**src/rtl/banco_regs_pkg.sv**
```systemverilog
// Shared types and defaults for the parametrised register bank and its dump engine.
package banco_regs_pkg;

  typedef enum logic {
    IDLE = 1'b0,
    SEND = 1'b1
  } dump_state_t;

  localparam int DEF_DATA_W = 8;
  localparam int DEF_ADDR_W = 3;

  function automatic int depth(input int addr_w);
    return 1 << addr_w;
  endfunction

endpackage

```
**src/rtl/banco_regs_dump.sv**
```systemverilog
// Serial dump engine: walks every index once, presenting (addr, data) beats on a
// valid/ready stream. The beat data is captured from the storage read port when the beat is loaded.
module banco_regs_dump
  import banco_regs_pkg::*;
#(
  parameter int DATA_W = DEF_DATA_W,
  parameter int ADDR_W = DEF_ADDR_W
) (
  input  logic              clk,
  input  logic              rst,
  input  logic              dump_start,
  input  logic              dump_ready,
  output logic              dump_valid,
  output logic [ADDR_W-1:0] dump_addr,
  output logic [DATA_W-1:0] dump_data,
  output logic              dump_last,
  output logic [ADDR_W-1:0] rd_addr,
  input  logic [DATA_W-1:0] rd_data,
  output dump_state_t       dump_state
);

  // Stream handshake: a beat transfers on a rising edge where dump_valid && dump_ready.
  // While valid is high and ready is low, dump_addr and dump_data hold their values.
  localparam logic [ADDR_W-1:0] LAST_IDX = ADDR_W'(depth(ADDR_W) - 1);

  dump_state_t state_q, state_d;
  logic        load, clear;

  assign dump_state = state_q;
  assign dump_last  = (dump_addr == LAST_IDX) && dump_valid;
  assign rd_addr    = (state_q == IDLE) ? '0 : dump_addr + ADDR_W'(1);

  always_comb begin
    state_d = state_q;
    load    = 1'b0;
    clear   = 1'b0;
    case (state_q)
      IDLE: begin
        if (dump_start) begin
          state_d = SEND;
          load    = 1'b1;
        end
      end
      SEND: begin
        if (dump_valid && dump_ready) begin
          if (dump_last) begin
            state_d = IDLE;
            clear   = 1'b1;
          end else begin
            load = 1'b1;
          end
        end
      end
      default: state_d = IDLE;
    endcase
  end

  always_ff @(posedge clk) begin
    if (rst) begin
      state_q    <= IDLE;
      dump_valid <= 1'b0;
      dump_addr  <= '0;
      dump_data  <= '0;
    end else begin
      state_q <= state_d;
      if (load) begin
        dump_valid <= 1'b1;
        dump_addr  <= rd_addr;
        dump_data  <= rd_data;
      end else if (clear) begin
        dump_valid <= 1'b0;
      end
    end
  end

endmodule

```
**src/rtl/banco_regs_param.sv**
```systemverilog
// Parametrised register bank: two combinational read ports, one write port, serial dump.
// Define BANCO_REGS_BYPASS_EN for write-through forwarding on reads and dump capture.
module banco_regs_param
  import banco_regs_pkg::*;
#(
  parameter int DATA_W   = DEF_DATA_W,
  parameter int ADDR_W   = DEF_ADDR_W,
  parameter int ZERO_REG = 1
) (
  input  logic              clk,
  input  logic              rst,
  input  logic              we3,
  input  logic [ADDR_W-1:0] wa3,
  input  logic [DATA_W-1:0] wd3,
  input  logic [ADDR_W-1:0] ra1,
  input  logic [ADDR_W-1:0] ra2,
  output logic [DATA_W-1:0] rd1,
  output logic [DATA_W-1:0] rd2,
  input  logic              dump_start,
  output logic              dump_busy,
  output logic              dump_valid,
  input  logic              dump_ready,
  output logic [ADDR_W-1:0] dump_addr,
  output logic [DATA_W-1:0] dump_data,
  output logic              dump_last
);

  localparam int DEPTH = depth(ADDR_W);

  logic [DATA_W-1:0] regs [DEPTH];
  logic              wr_en;
  logic [ADDR_W-1:0] dump_rd_addr;
  logic [DATA_W-1:0] dump_rd_data;
  logic [DATA_W-1:0] s1, s2, sd;
  dump_state_t       dump_state;

  // Writes to index 0 are dropped when it is the hardwired zero register.
  assign wr_en = we3 && !((ZERO_REG != 0) && (wa3 == '0));

  always_ff @(posedge clk) begin
    if (rst) begin
      for (int i = 0; i < DEPTH; i++) regs[i] <= '0;
    end else if (wr_en) begin
      regs[wa3] <= wd3;
    end
  end

  assign s1 = ((ZERO_REG != 0) && (ra1 == '0)) ? '0 : regs[ra1];
  assign s2 = ((ZERO_REG != 0) && (ra2 == '0)) ? '0 : regs[ra2];
  assign sd = ((ZERO_REG != 0) && (dump_rd_addr == '0)) ? '0 : regs[dump_rd_addr];

`ifdef BANCO_REGS_BYPASS_EN
  assign rd1          = (wr_en && (ra1 == wa3)) ? wd3 : s1;
  assign rd2          = (wr_en && (ra2 == wa3)) ? wd3 : s2;
  assign dump_rd_data = (wr_en && (dump_rd_addr == wa3)) ? wd3 : sd;
`else
  assign rd1          = s1;
  assign rd2          = s2;
  assign dump_rd_data = sd;
`endif

  assign dump_busy = (dump_state == SEND);

  banco_regs_dump #(
    .DATA_W(DATA_W),
    .ADDR_W(ADDR_W)
  ) u_dump (
    .clk       (clk),
    .rst       (rst),
    .dump_start(dump_start),
    .dump_ready(dump_ready),
    .dump_valid(dump_valid),
    .dump_addr (dump_addr),
    .dump_data (dump_data),
    .dump_last (dump_last),
    .rd_addr   (dump_rd_addr),
    .rd_data   (dump_rd_data),
    .dump_state(dump_state)
  );

endmodule

```
**config.mk**
```make
export PLATFORM = sky130hd
export DESIGN_NAME = banco_regs_param
export DESIGN_NICKNAME = d
export VERILOG_FILES = /design/src/rtl/banco_regs_pkg.sv /design/src/rtl/banco_regs_dump.sv /design/src/rtl/banco_regs_param.sv
export SDC_FILE = /design/constraint.sdc
export NUM_CORES = 1
export LEC_CHECK = 0
export BUFFER_PORTS_ARGS = -buffer_cell sky130_fd_sc_hd__buf_2
export CAP_MARGIN = 15
export CELL_PAD_IN_SITES_DETAIL_PLACEMENT = 0
export CELL_PAD_IN_SITES_GLOBAL_PLACEMENT = 1
export CORE_UTILIZATION = 51
export CTS_CLUSTER_SIZE = 10
export DETAILED_ROUTE_END_ITERATION = 12
export PLACE_DENSITY = 0.92
export SLEW_MARGIN = 25
export SYNTH_ARGS = -nofsm -noshare
export SYNTH_HDL_FRONTEND = slang
export SYNTH_SLANG_ARGS = --single-unit
```
**constraint.sdc**
```tcl
create_clock -name clk -period 2.9 [get_ports clk]
set_input_delay 0.435 -clock clk [delete_from_list [all_inputs] [get_ports clk]]
set_output_delay 0.435 -clock clk [all_outputs]
set_load 0.05 [all_outputs]
```
After elaboration in Yosys (flattened, before gate mapping)
Memory sizes are Yosys's and may differ from the RTL's.
Cells that the tools add are included.
- flip-flop bits (word level): 13
- bits in writable memories: 64
- input port bits: 22
- output and inout bits: 30
- logic and storage cells: 41
- memories: 1
- memory list (memory ; depth ; bits a word ; rd ports ; clocked after memory_dff ; write ports ; line ; RTL):
    regs ; 8 ; 8 ; 3 ; 0 ; 8 ; banco_regs_param.sv:30 ; logic [DATA_W-1:0] regs [DEPTH];
- add/sub/neg operators: 1
- eq/ne operators: 1
- mux-type cells: 23
- bitwise operators: 1
- reductions and logical operators: 10
- operators by type and width (operator ; number):
    two-way mux 8 bit ; 4
    two-way mux 1 bit ; 15
    logical NOT 3 bit ; 4
    OR reduction 8 bit ; 1
    two-way mux 3 bit ; 2
    case mux 1 bit (2 select lines) ; 2
    adder 3 x 1 -> 3 bit (second input constant) ; 1
    == test 3 bit (second input constant) ; 1
    logical AND 1 bit ; 3
    nonzero test 2 bit ; 1
    logical NOT 1 bit ; 1
    NOT 1 bit ; 1

Longest topological paths before layout
- word-level depth: 8
- depth in mapped cells: 7

Hierarchy
A second synthesis with hierarchy kept.
- cell total of the unflattened synthesis: 359
- area total of the unflattened synthesis: 4305.4 µm²
- by module, submodules not included (module ; instances ; cells an instance ; area an instance (µm²) ; sequential area each (µm²)):
    banco_regs_param ; 1 ; 298 ; 3734.8 ; 1681.6
    banco_regs_dump ; 1 ; 61 ; 570.5 ; 260.2

Least setup slack after synthesis
No wires, ideal clock.
- path kind: input port to output port
- from: input ra1[1]
- to: output rd1[7]
- data arrival time: 2.256 ns
- required time: 2.465 ns
- setup slack: 0.209 ns
- cell stages on the path: 6
- cells stage by stage: buf_2 buf_4 mux2i_1 nand2_1 o21ai_0 a221oi_1
- word-level cells in the longest chain between the ends: 2
- elaborated cells between the ends (all ways): 3
- ends and longest elaborated chain (element ; line ; RTL):
    start: declaration ; banco_regs_param.sv:15 ; input logic [ADDR_W-1:0] ra1,
    memory (8 x 8 bit) / logical NOT 3 bit (equally long branches) ; - ;
    two-way mux 8 bit * ; banco_regs_param.sv:48 ; assign s1 = ((ZERO_REG != 0) && (ra1 == '0)) ? '0 : regs[ra1];
    end: declaration ; banco_regs_param.sv:17 ; output logic [DATA_W-1:0] rd1,
Every way passes the cells marked *; elsewhere a longest branch is shown, timed or not.

Worst setup path in the final report
- from: input ra1[1]
- to: output rd1[5]
The elaborated chain is that of the path after synthesis.

==> flow_metrics.py <==
metrics = {
    "status": {
        "status": "finished with violations",
        "violations": "DRC",
    },
    "drt": {
        "wirelength_mm": 11.7,
        "firstDrtPassIters": 9,
        "vias": 3563,
        "post_drt_wl_per_cell_um": 20.4,
        "viasPerCell": 6.20,
        "drtIter0Drc": 338,
        "drc": 2,
        "ant_nets": 0,
    },
    "place": {
        "dp_cells": 559,
        "hpwl_mm": 9.00,
        "port_buffers": 51,
        "gp_congestion": 0.875,
        "place_area_mm2": 0.00489,
    },
    "power": {
        "pwr-share-seq_pct": 50.3,
        "power.switching_mw": 0.816,
        "cellPowerDensity_mw_per_mm2": 520,
        "p_comb_share_pct": 17.2,
        "internal-power_mw": 1.84,
        "pwr-share-clk_pct": 32.4,
        "ir_drop_v": 0.000324,
        "p_sw_share_pct": 30.7,
        "cellLeakagePower_nw": 1.88,
    },
    "clock_tree": {
        "clkSlewWorstSetupHoldPaths_ns": 0.09,
        "cts.sinks": 77,
        "htreeDepth": 3,
        "ctsResizeCount": 0,
        "numCtsBuffers": 9,
        "post_cts_buffers": 0,
        "clockBufferDepth": 2,
        "clkLatencyLatePin_ns": 0.35,
        "cts_tree": "done",
        "holdBufCountCts": 0,
        "cts_root_buf": "clkbuf_8",
    },
    "sta": {
        "rsz0062_at_grt": "no",
        "finalSetupTns_ns": 0,
        "timing.fmax_mhz": 405,
        "worstMarginPinSlew_ns": 0.762,
        "drv_slew": 0,
        "post-route-min-period_ns": 2.47,
        "fin_skew_ns": 0.00764,
        "min_period_over_period_pct": 85.1,
        "maxSlewHeadroom_pct": 48.8,
        "final_hold_viol_count": 0,
        "worst_hold_slack_ns": 0.417,
        "setup_viol": 0,
    },
    "cells_and_area": {
        "area_delta_synth_final_pct": 11.6,
        "diodes": 0,
        "nets": 486,
        "finalNonFillerCells": 575,
        "regArea_mm2": 0.00218,
        "drive_gt1_share_pct": 24.0,
        "post-route-util_pct": 58.6,
        "multiInputGateArea_mm2": 0.00225,
        "fill_cells": 737,
        "stdcell_area_mm2": 0.00511,
    },
    "critical_path": {
        "worstPathCellList": "buf_2, a21oi_1, a221oi_1, buf_2",
        "crit_top_cell": "buf_2",
        "startpoint": "ra1[1]",
        "worstSetupEndpointType": "output pin",
        "endpoint": "rd1[5]",
        "cp_max_fo": 26,
        "r2r-end": "u_dump.dump_data[1]",
        "cp.required_ns": 2.47,
        "arrival_ns": 2.03,
        "crit_slowest_cell": "buf_2",
        "reg2reg_depth": 6,
        "start_kind": "input port",
        "r2r-start": "u_dump.dump_addr[1]",
        "crit_path_max_incr_delay_ns": 0.47,
        "rrSetupSlack_ns": 0.71,
        "critical_path_class": "input port to output pin",
    },
    "synthesis": {
        "ys_types": 35,
        "synth-edff-count": 64,
        "synthArstFlopShare_pct": 0,
        "yosysWarnings": 0,
        "ys.flop_type": "edfxtp_1",
        "ys_seq_area_share_pct": 47.7,
        "synth_area_leader_cell": "edfxtp_1",
        "synth-seq-cells": 77,
        "synth_area_mm2": 0.00457,
        "netlist_instances": 413,
        "yosys-top-cells-area": "edfxtp_1 42%, mux4_2 8.9%, and2_1 7.8%, dfxtp_1 5.7%, mux2i_1 5.5%",
        "synth_top_area_share_pct": 42.0,
        "synth.avg_cell_area_um2": 11.1,
    },
    "global_routing": {
        "grt-ovfl-total": 0,
        "top_usage_layer": "met1",
        "grt_pass1_vias": 3383,
        "met3_usage_pct": 4.55,
        "met1_usage_pct": 39.4,
        "grt_usage_pct": 26.4,
        "use_met2_pct": 38.3,
        "grt_max_degree": 37,
        "antenna_found_initial": 0,
        "grt_pass1_wl_mm": 18.7,
    },
    "floorplanning": {
        "core_mm2": 0.00872,
        "die_h_um": 96.7,
        "row_count": 34,
        "die_area_mm2": 0.00935,
        "start_util_pct": 52.5,
        "die_w_um": 96.7,
        "pin_count": 52,
    },
    "min_path": {
        "hold_class": "input port to flip-flop",
    },
    "job": {
        "maxCapViolations": 0,
    },
}
[synth_stat cells (5+ instances only)]
| library cell | number |
|---|---|
| mux4_2 | 18 |
| a31oi_1 | 7 |
| a32o_1 | 7 |
| edfxtp_1 | 64 |
| nand2_1 | 33 |
| buf_2 | 8 |
| nand2b_1 | 5 |
| o211ai_1 | 6 |
| a221oi_1 | 16 |
| dfxtp_1 | 13 |
| buf_4 | 7 |
| or2_2 | 9 |
| a21oi_1 | 15 |
| o21ai_0 | 40 |
| mux2_2 | 5 |
| mux2i_1 | 25 |
| nor2_1 | 25 |
| nor2b_1 | 16 |
| and2_1 | 57 |
| clkbuf_1 | 10 |
[power by group through the flow]
stage | logic (mW) | registers, mW | clock network, mW
3_5_place_dp | 0.458 | 1.36 | 0
3_3_place_gp | 0.450 | 1.35 | 0
6_report | 0.458 | 1.34 | 0.861
5_1_grt | 0.493 | 1.34 | 0.911
2_1_floorplan | 0.338 | 1.33 | 0
4_1_cts | 0.459 | 1.33 | 0.867
[kinds of logic (layout without fill, tap and decap cells)]
kind of cell	Yosys count	after routing	synth area share [%]
buffers and inverters	30	77	3.58
other	1	8	0.0820
adders and majority gates	2	2	0.547
and+or+nand+nor	163	163	19.8
muxes	48	48	15.6
DFF	77	77	47.7
AOI/OAI and AO/OA	92	92	12.7
[area by class of cell]
type / instances / share of cell area (%)
timing repair buffer: 58 / 6.03
clock inverter: 7 / 1.79
sequential: 77 / 42.7
inverter: 3 / 0.221
tap: 108 / 2.65
clock buffer: 9 / 2.43
multi-input combinational: 313 / 44.2
[cell usage in the layout (no fill, tap or decap), types with 4 or more instances in the layout]
| cell type | Yosys | routed |
|---|---|---|
| or2_2 | 9 | 9 |
| and2_1 | 57 | 57 |
| nand2_1 | 33 | 33 |
| a32o_1 | 7 | 7 |
| mux4_2 | 18 | 18 |
| edfxtp_1 | 64 | 64 |
| mux2i_1 | 25 | 25 |
| a21oi_1 | 15 | 15 |
| nand2b_1 | 5 | 5 |
| buf_2 | 8 | 51 |
| nor2_1 | 25 | 25 |
| dfxtp_1 | 13 | 13 |
| nor2b_1 | 16 | 16 |
| o21ai_0 | 40 | 40 |
| conb_1 | 1 | 8 |
| mux2_2 | 5 | 5 |
| a31oi_1 | 7 | 7 |
| a221oi_1 | 16 | 16 |
| o211ai_1 | 6 | 6 |
| nand3_1 | 4 | 4 |
| buf_4 | 7 | 7 |
| clkbuf_8 | 0 | 9 |
[stage by stage]
stage	setup slack [ns]	power (mW)
finish	0.433	2.66
global placement	0.485	1.80
global route	0.319	2.75
CTS	0.437	2.66
detailed placement	0.431	1.81
floorplan	0.209	1.67
[how the worst min path moves through the flow]
stage          depth (start not counted)                  end                start
2_1_floorplan                          3  u_dump.dump_data[3]                  rst
3_3_place_gp                           1  u_dump.dump_data[1]  u_dump.dump_data[1]
3_5_place_dp                           1  u_dump.dump_data[1]  u_dump.dump_data[1]
4_1_cts                                3    u_dump.dump_state           dump_start
5_1_grt                                3    u_dump.dump_state           dump_start
6_report                               3    u_dump.dump_state           dump_start
[critical path, delay by kind of cell]
family                 cells  cell delay (ns)
AOI/OAI and AO/OA          2             0.79
buffers and inverters      2             0.80
[registers in the layout, indices dropped and copies added (netlist names)]
name / flops
regs: 64
u_dump.dump_valid: 1
u_dump.dump_state: 1
u_dump.dump_data: 8
u_dump.dump_addr: 3
[routing by layer]
layer | wire length [um] | vias up
met5 | 0 | -
met4 | 308 | 0
met3 | 1020 | 23
met2 | 5230 | 188
met1 | 5150 | 1723
li1 | - | 1629
No activity file was read; power rests on OpenSTA's default activity.
